==> src/rtl/card_selector_if.sv <==
// rtl/card_selector_if.sv - player input and board status bundle for card_selector
interface card_selector_if;
  logic        board_ld;
  logic [47:0] board_data;
  logic        mv_up;
  logic        mv_down;
  logic        mv_left;
  logic        mv_right;
  logic        sel;
  logic        turn_clr;
  logic [3:0]  cursor;
  logic [1:0]  sel_count;
  logic [15:0] faceup_mask;
  logic [15:0] matched_mask;
  logic        match_valid;
  logic        match;
  logic [3:0]  pair_count;
  logic        all_matched;

  modport master (
    output board_ld, board_data, mv_up, mv_down, mv_left, mv_right, sel, turn_clr,
    input  cursor, sel_count, faceup_mask, matched_mask, match_valid, match,
           pair_count, all_matched
  );

  modport slave (
    input  board_ld, board_data, mv_up, mv_down, mv_left, mv_right, sel, turn_clr,
    output cursor, sel_count, faceup_mask, matched_mask, match_valid, match,
           pair_count, all_matched
  );
endinterface

==> src/rtl/card_selector.sv <==
// rtl/card_selector.sv - memory-game board, cursor and pair compare; CARD_SEL_WRAP_EN makes the cursor wrap
module card_selector #(
  parameter int HOLD_CYCLES = 50_000_000
) (
  input logic            clk,
  input logic            rst,
  card_selector_if.slave bus
);
  localparam logic [2:0] S_IDLE        = 3'd0;
  localparam logic [2:0] S_WAIT_FIRST  = 3'd1;
  localparam logic [2:0] S_WAIT_SECOND = 3'd2;
  localparam logic [2:0] S_HOLD        = 3'd3;
  localparam logic [2:0] S_COMPARE     = 3'd4;
  localparam logic [2:0] S_DONE        = 3'd5;

  localparam int TW = (HOLD_CYCLES > 1) ? $clog2(HOLD_CYCLES) : 1;
  localparam logic [TW-1:0] HOLD_LAST = TW'(HOLD_CYCLES - 1);

  logic [2:0]    state;
  logic [47:0]   board;
  logic [3:0]    cursor;
  logic [3:0]    first_idx;
  logic [3:0]    second_idx;
  logic [TW-1:0] timer;
  logic [1:0]    sel_count;
  logic [15:0]   faceup_mask;
  logic [15:0]   matched_mask;
  logic          match_valid;
  logic          match;
  logic [3:0]    pair_count;

  logic [1:0]    row;
  logic [1:0]    col;
  logic [3:0]    cursor_nxt;
  logic          move_ok;
  logic          cur_eligible;
  logic [2:0]    first_id;
  logic [2:0]    second_id;
  logic          ids_equal;
  logic [3:0]    pair_count_inc;

  // Conflicting move pulses in one cycle cancel each other out.
  assign move_ok        = $onehot({bus.mv_up, bus.mv_down, bus.mv_left, bus.mv_right});
  assign cur_eligible   = !faceup_mask[cursor] && !matched_mask[cursor];
  assign first_id       = board[int'(first_idx) * 3 +: 3];
  assign second_id      = board[int'(second_idx) * 3 +: 3];
  assign ids_equal      = (first_id == second_id);
  assign pair_count_inc = pair_count + 4'd1;

  // Candidate cursor position for a single move pulse (wrap or saturate at edges).
  always_comb begin
    row = cursor[3:2];
    col = cursor[1:0];
`ifdef CARD_SEL_WRAP_EN
    if (bus.mv_up)         row = row - 2'd1;
    else if (bus.mv_down)  row = row + 2'd1;
    else if (bus.mv_left)  col = col - 2'd1;
    else if (bus.mv_right) col = col + 2'd1;
`else
    if (bus.mv_up && row != 2'd0)         row = row - 2'd1;
    else if (bus.mv_down && row != 2'd3)  row = row + 2'd1;
    else if (bus.mv_left && col != 2'd0)  col = col - 2'd1;
    else if (bus.mv_right && col != 2'd3) col = col + 2'd1;
`endif
    cursor_nxt = {row, col};
  end

  // Turn state machine: board load, cursor, flips, reveal timer and pair verdict.
  always_ff @(posedge clk or posedge rst) begin
    if (rst) begin
      state        <= S_IDLE;
      board        <= '0;
      cursor       <= '0;
      first_idx    <= '0;
      second_idx   <= '0;
      timer        <= '0;
      sel_count    <= '0;
      faceup_mask  <= '0;
      matched_mask <= '0;
      match_valid  <= 1'b0;
      match        <= 1'b0;
      pair_count   <= '0;
    end else begin
      match_valid <= 1'b0;
      if (bus.board_ld) begin
        board        <= bus.board_data;
        faceup_mask  <= '0;
        matched_mask <= '0;
        sel_count    <= '0;
        pair_count   <= '0;
        match        <= 1'b0;
        timer        <= '0;
        cursor       <= '0;
        state        <= S_WAIT_FIRST;
      end else begin
        case (state)
          S_WAIT_FIRST: begin
            // turn_clr is a no-op here but still shadows sel and moves
            if (bus.turn_clr) begin
            end else if (bus.sel) begin
              if (cur_eligible) begin
                faceup_mask[cursor] <= 1'b1;
                first_idx           <= cursor;
                sel_count           <= 2'd1;
                state               <= S_WAIT_SECOND;
              end
            end else if (move_ok) begin
              cursor <= cursor_nxt;
            end
          end
          S_WAIT_SECOND: begin
            if (bus.turn_clr) begin
              faceup_mask[first_idx] <= 1'b0;
              sel_count              <= 2'd0;
              state                  <= S_WAIT_FIRST;
            end else if (bus.sel) begin
              if (cur_eligible && cursor != first_idx) begin
                faceup_mask[cursor] <= 1'b1;
                second_idx          <= cursor;
                sel_count           <= 2'd2;
                timer               <= '0;
                state               <= S_HOLD;
              end
            end else if (move_ok) begin
              cursor <= cursor_nxt;
            end
          end
          S_HOLD: begin
            timer <= timer + 1'b1;
            if (timer == HOLD_LAST) state <= S_COMPARE;
          end
          S_COMPARE: begin
            match_valid             <= 1'b1;
            match                   <= ids_equal;
            faceup_mask[first_idx]  <= 1'b0;
            faceup_mask[second_idx] <= 1'b0;
            sel_count               <= 2'd0;
            if (ids_equal) begin
              matched_mask[first_idx]  <= 1'b1;
              matched_mask[second_idx] <= 1'b1;
              pair_count               <= pair_count_inc;
            end
            state <= (ids_equal && pair_count_inc == 4'd8) ? S_DONE : S_WAIT_FIRST;
          end
          default: begin
          end
        endcase
      end
    end
  end

  assign bus.cursor       = cursor;
  assign bus.sel_count    = sel_count;
  assign bus.faceup_mask  = faceup_mask;
  assign bus.matched_mask = matched_mask;
  assign bus.match_valid  = match_valid;
  assign bus.match        = match;
  assign bus.pair_count   = pair_count;
  assign bus.all_matched  = (state == S_DONE);
endmodule

==> src/flat_wrapper.sv <==
// flat-port wrapper written by rule: the top's interface ports become plain ports
module card_selector_flat 
#(
  parameter int HOLD_CYCLES = 50_000_000
)
  (clk, rst, bus_board_ld, bus_board_data, bus_mv_up, bus_mv_down, bus_mv_left, bus_mv_right, bus_sel, bus_turn_clr, bus_cursor, bus_sel_count, bus_faceup_mask, bus_matched_mask, bus_match_valid, bus_match, bus_pair_count, bus_all_matched);
  card_selector_if bus_i ();
  input logic clk;
  input logic rst;
  input wire logic [$bits(bus_i.board_ld)-1:0] bus_board_ld;
  input wire logic [$bits(bus_i.board_data)-1:0] bus_board_data;
  input wire logic [$bits(bus_i.mv_up)-1:0] bus_mv_up;
  input wire logic [$bits(bus_i.mv_down)-1:0] bus_mv_down;
  input wire logic [$bits(bus_i.mv_left)-1:0] bus_mv_left;
  input wire logic [$bits(bus_i.mv_right)-1:0] bus_mv_right;
  input wire logic [$bits(bus_i.sel)-1:0] bus_sel;
  input wire logic [$bits(bus_i.turn_clr)-1:0] bus_turn_clr;
  output wire logic [$bits(bus_i.cursor)-1:0] bus_cursor;
  output wire logic [$bits(bus_i.sel_count)-1:0] bus_sel_count;
  output wire logic [$bits(bus_i.faceup_mask)-1:0] bus_faceup_mask;
  output wire logic [$bits(bus_i.matched_mask)-1:0] bus_matched_mask;
  output wire logic [$bits(bus_i.match_valid)-1:0] bus_match_valid;
  output wire logic [$bits(bus_i.match)-1:0] bus_match;
  output wire logic [$bits(bus_i.pair_count)-1:0] bus_pair_count;
  output wire logic [$bits(bus_i.all_matched)-1:0] bus_all_matched;
  assign bus_i.board_ld = bus_board_ld;
  assign bus_i.board_data = bus_board_data;
  assign bus_i.mv_up = bus_mv_up;
  assign bus_i.mv_down = bus_mv_down;
  assign bus_i.mv_left = bus_mv_left;
  assign bus_i.mv_right = bus_mv_right;
  assign bus_i.sel = bus_sel;
  assign bus_i.turn_clr = bus_turn_clr;
  assign bus_cursor = bus_i.cursor;
  assign bus_sel_count = bus_i.sel_count;
  assign bus_faceup_mask = bus_i.faceup_mask;
  assign bus_matched_mask = bus_i.matched_mask;
  assign bus_match_valid = bus_i.match_valid;
  assign bus_match = bus_i.match;
  assign bus_pair_count = bus_i.pair_count;
  assign bus_all_matched = bus_i.all_matched;
  card_selector #(.HOLD_CYCLES(HOLD_CYCLES)) u_core (.clk(clk), .rst(rst), .bus(bus_i));
endmodule
==> config.mk <==
export PLATFORM = sky130hd
export DESIGN_NAME = card_selector_flat
export DESIGN_NICKNAME = d
export VERILOG_FILES = /design/src/rtl/card_selector_if.sv /design/src/rtl/card_selector.sv /design/src/flat_wrapper.sv
export SDC_FILE = /design/constraint.sdc
export NUM_CORES = 1
export LEC_CHECK = 0
export CAP_MARGIN = 40
export CORE_ASPECT_RATIO = 1.75
export CORE_UTILIZATION = 44
export DETAILED_ROUTE_END_ITERATION = 10
export PLACE_DENSITY = 0.66
export RECOVER_POWER = 100
export SYNTH_ARGS = -nofsm -noshare
export SYNTH_HDL_FRONTEND = slang
export SYNTH_SLANG_ARGS = --single-unit
==> constraint.sdc <==
create_clock -name clk -period 11.4 [get_ports clk]
set_input_delay 3.42 -clock clk [delete_from_list [all_inputs] [get_ports clk]]
set_output_delay 3.42 -clock clk [all_outputs]
set_load 0.01 [all_outputs]
-- Word level (Yosys, flattened, before mapping)
Index checks and enable logic that the tools add are counted.
- add/subtract/negate cells: 9
- $mul: 2
- div/mod/pow operators: 0
- $lt $le $gt $ge: 6
- eq/ne operators: 25
- shift-type cells: 2
- multiplexer cells: 62
- bitwise gates (word level): 9
- reductions and logical operators: 32
- operators by type and width (kind ; count):
    16-bit two-way mux ; 10
    26-bit two-way mux ; 4
    48-bit by 32-bit variable part select with 3-bit output ; 2
    26-bit case mux with 2 select lines ; 1
    16-bit OR ; 3
    16-bit case mux with 3 select lines ; 1
    16-bit AND ; 2
    4-bit two-way mux ; 8
    16-bit NOT ; 2
    3-bit two-way mux ; 9
    26-bit by 1-bit adder with 26-bit output, second input constant ; 1
    26-bit equality test, second input constant ; 1
    2-bit two-way mux ; 13
    4-bit by 5-bit less-than comparator with 1-bit output, second input constant ; 3
    5-bit AND reduction ; 3
    7-bit AND reduction ; 2
    1-bit demux with 4-bit select ; 3
    4-bit by 1-bit greater-or-equal comparator with 1-bit output, second input constant ; 3
    4-bit by 2-bit multiplier with 6-bit output, second input constant ; 2
    2-bit != test, second input constant ; 6
    3-bit != test, second input constant ; 4
    3-bit case mux with 4 select lines ; 1
    2-bit nonzero test ; 6
    1-bit logical AND ; 10
    26 further kinds ; 47
- bits in registers: 129
- latch bits: 0
- bits in writable memories: 0
- memory bits (read-only): 0
- bits of input ports: 57
- output and inout bits: 45
- logic and storage cells: 160
- memories kept: 0

-- Logic depth before layout (Yosys ltp)
- word-level depth: 11
- mapped depth: 10
- gate-level depth less buffers: 10

-- Least setup slack after synthesis
Ideal clock, no wire load.
- path type: input-to-reg
- start: in bus_mv_right
- end: reg u_core.cursor[3], in the netlist u_core.bus.cursor[3]
- library setup time: 78 ps
- data arrival time: 5391 ps
- data required time: 11322 ps
- path slack: 5931 ps
- stages: 9
- buffers on the path: 0
- cells stage by stage: ha_1 -> ha_1 -> fa_1 -> nor4b_1 -> nand3_1 -> or3_1 -> nor3_1 -> o21ai_0 -> a21oi_1
- cells in the longest elaborated chain, start to end: 5
- ends and longest elaborated chain (element ; line ; source):
    start, declared ; flat_wrapper.sv:15 ; input wire logic [$bits(bus_i.mv_right)-1:0] bus_mv_right;
    1-bit by 1-bit adder with 2-bit output (not written as such) ; card_selector.sv:43 ; assign move_ok = $onehot({bus.mv_up, bus.mv_down, bus.mv_left, bus.mv_right});
    3-bit adder (not written as such) ; card_selector.sv:43 ;
    3-bit by 1-bit equality test with 1-bit output ; card_selector.sv:43 ;
    2-bit nonzero test (no source line) ; - ;
    5-bit AND reduction (no source line) ; - ;
    end signal, assigned ; card_selector.sv:108 ; cursor <= cursor_nxt;
    end signal, assigned ; card_selector.sv:125 ; cursor <= cursor_nxt;
    end, declared ; card_selector.sv:21 ; logic [3:0] cursor;
No other way between the ends.
A chain may end at the register's enable or synchronous reset.

-- Worst setup path after layout
- start: in bus_board_ld
- end: reg u_core.faceup_mask[0], in the netlist u_core.bus.faceup_mask[0]
- cells in the longest elaborated chain, start to end: 2
- elaborated cells on any way between the ends: 8
- those cells by class: eq/ne (5); mux (1); reduce/logical (2)
- ends and longest elaborated chain (element ; line ; source):
    start, declared ; flat_wrapper.sv:10 ; input wire logic [$bits(bus_i.board_ld)-1:0] bus_board_ld;
    4-bit by 3-bit != test with 1-bit output (no source line), or another cell as far along ; - ;
    6-bit AND reduction (no source line) ; - ;
    end signal, assigned ; card_selector.sv:78 ; faceup_mask <= '0;
    end signal, assigned ; card_selector.sv:87 ; faceup_mask <= '0;
    end signal, assigned by index ; card_selector.sv:102 ; faceup_mask[cursor] <= 1'b1;
    end, declared ; card_selector.sv:26 ; logic [15:0] faceup_mask;
Several ways; a longest one is shown, not always the timed one.

==> results.md <==
- Status: complete, but fails checks
- Failing checks: max-capacitance violations, max-slew violations
- Synthesized flop and latch total: 129
- Vias in the first global route: ~6800
- CTS Buf Count: 17
- Worst-Margin Slew: between 2 and 2.5 ns
- Post-layout util: between 50% and 60%
- WL/cell: ~22 um
- Largest net degree at the start of global routing: 67
- Top cells by area, synth: dfrtp_1 44%, mux2_2 9.0%, mux4_2 7.0%, a21oi_1 4.1%, nor2_1 3.5%
- Worst VDD drop: around 100 uV
- Crit path kind: in -> reg
- Via density: between 6 and 7
- Mapped Nets: around 790
- Clk_lat worst skew: between 0.4 and 0.5 ns
- Longest Clk Path Bufs: 2
- Die Width: between 100 and 150 um
- Drt drc: 0
- Post-DRT Antenna Nets: 0
- Async set-reset flop share out of synthesis: 100%
- Initial antenna violation count: 0
- Count leader, synth: dfrtp_1
- Final Hold Vio Count: 0
- Io pins: 102
- Pwr/cell area: approximately 150 nW/um^2
- Post-CTS resize count: 0
- Gr usage total: a little over a quarter
- Clk slew on worst S/H paths: roughly 0.06 ns
- Slowest stage cell on the critical path: clkbuf_1
- Starting density of the core: a little under half
- Site row count: 62
- Maximum fanout along the worst path: 53
- Post-Synthesis Cell Area: 7410 sq um
- Slew Limit Fails: around 150
- Synth area leader: dfrtp_1
- Root buf cell: clkbuf_16
- Final worst path period share: between 60 and 70%
- Via Count: between 6000 and 7000
- Total power: roughly 1.3 mW
- CTS Hold Buffers Added: 0
- Dpl ws: roughly 5 ns
- Input/output buffers: between 100 and 150
- Critical Path Source Type: input pin
- Cells after Synth: 727
- Hold_ws: ~0.47 ns
- Final worst slack: 3.55 ns
- CP Data Arrival Time: 8.11 ns
- YS warnings: 0
- Syn_area_per_cell: around 10 sq um
- Postcts setup bufs: 0
- EDFF count, synth: 0
- Count of different cell masters after synthesis: 65
- Gr ovfl total: 0
- Clock skew: 0.0166 ns
- RD Place Congestion: ~0.95
- Final HPWL DP: 16900 um
- Post-synth top flop: dfrtp_1
- Multi-input logic area: a little under 4000 sq um
- RSZ-0062 raised after global routing: no
- Met3 usage: 4.64%
- Layout cells sized above 1: between 10% and 20%
- Number of max-cap violations: 4
- Setup_tns: 0 ns
- Core Region: 16400 sq um
- Critical Path Max Stage Delay: 1.58 ns
- Clk sink count: around 130
- Critical-path cell list: clkbuf_1 > clkinv_1 > nand3_1 > o32ai_1 > o41ai_1
- Slew HR: -65.4%
- Starting DRT DRC Count: about 470
- Die area: roughly 17000 sq um
- Yosys top cell area share: ~44%
- Met1 Use GR: ~28%
- # diodes: 0
- Worst Hold Class: reg -> reg
- Routed WL: approximately 23000 um
- Die Y-Extent: 174 um
- Fmax: roughly 130 MHz
- Most crowded layer after global routing: met2
- Worst EP required: ~12 ns
- Area Growth Syn to Fin: 23.5%
- Post-synth top cells: 129 x dfrtp_1, 70 x nor2_1, 60 x a21oi_1, 59 x mux2_2, 47 x o21ai_0
- Final setup violation count: 0
- H-tree lvl count: 4
- # nets final: 869
- Sequential Area: approximately 3200 sq um
- DRT Pass-1 Iters: 5
- First-pass GRT wire length: between 30000 and 40000 um
- Crit. End Element: flip-flop
- M2 GR Usage: approximately half
- Fillers: 1461
- Post-synthesis sequential area ratio: between 40 and 50%
- Min cycle time layout: about 8 ns
- CTS tree: done
- Leakage power: between 3 and 4 nW
==> critical path, delay by kind of cell <==
kind | cells | cell delay [ns]
AOI/OAI and AO/OA | 2 | 1.23
buffers and inverters | 2 | 2.90
and+or+nand+nor | 1 | 0.50
==> worst paths after layout <==
path | cells past startpoint | start | slack, ns | end
max | 5 | bus_board_ld | 3.55 | u_core.bus.faceup_mask[0]
min | 1 | u_core.timer[23] | 0.47 | u_core.timer[23]
max reg2reg | 8 | u_core.bus.cursor[2] | 6.77 | u_core.bus.faceup_mask[0]
min reg2reg | 1 | u_core.timer[23] | 0.47 | u_core.timer[23]
max in group asynchronous | 4 | rst | 5.07 | u_core.timer[10]
min in group asynchronous | 2 | rst | 4.06 | u_core.board[18]
==> routing by layer <==
metal | wire length, um | share of wire [%] | vias to the layer above
li1 | - | - | 2892
met4 | 1580 | 6.9 | 0
met5 | 0 | 0 | -
met1 | 7900 | 34 | 3268
met3 | 1020 | 4.4 | 97
met2 | 12500 | 54 | 297
==> through the flow <==
step	instances	instance area, sq um
floorplan	727	7410
global placement	1005	8500
detailed placement	1010	8600
CTS	1041	9210
global route	1041	9160
finish	1041	9160
==> logic make-up (layout without fill, tap and decap cells) <==
| group | Yosys count | in the layout | synth area share [%] |
|---|---|---|---|
| AOI/OAI and AO/OA | 205 | 205 | 17.6 |
| adders and majority gates | 7 | 7 | 1.28 |
| xor gates and xnor gates | 12 | 12 | 1.42 |
| DFF | 129 | 129 | 43.6 |
| buffers and inverters | 62 | 152 | 3.88 |
| muxes | 85 | 85 | 16.6 |
| and+or+nand+nor | 227 | 227 | 15.7 |
==> placed cells by master (no fill, tap or decap), types with 8 or more instances in the layout <==
cell type / synthesis / final
xor2_1: 10 / 10
nand4_1: 8 / 8
mux2_2: 59 / 59
nor3_1: 18 / 19
clkbuf_16: 0 / 17
or4_1: 16 / 16
o22ai_1: 27 / 27
dlygate4sd3_1: 0 / 47
a21oi_1: 60 / 60
dfrtp_1: 129 / 129
mux4_2: 23 / 23
nor2_1: 70 / 70
nand2_1: 39 / 39
and2_1: 9 / 9
o21ai_0: 47 / 47
nand3_1: 15 / 15
clkdlybuf4s50_1: 0 / 53
nand2b_1: 14 / 14
==> sequential cells by signal, summed over array words and instances (netlist names), 2 cells and up <==
name and count:
u_core.board 48, u_core.timer 26, u_core.bus.faceup_mask 16, u_core.bus.matched_mask 16, u_core.bus.cursor 4, u_core.bus.pair_count 4
u_core.first_idx 4, u_core.second_idx 4, u_core.state 3, u_core.bus.sel_count 2
==> power breakdown <==
group	total, mW	switching [mW]	internal, mW
Combinational	0.252	0.154	0.0976
Clock	0.568	0.221	0.346
Sequential	0.527	0.0416	0.486
==> layout make-up <==
type	instances	area share [%]
Clock inverter	14	1.95
Clock buffer	17	4.65
Multi-Input combinational cell	536	42.3
Tap cell	224	3.06
Sequential cell	129	35.3
Inverter	9	0.383
Timing Repair Buffer	112	12.4
Power figures use the tool's default switching activity.
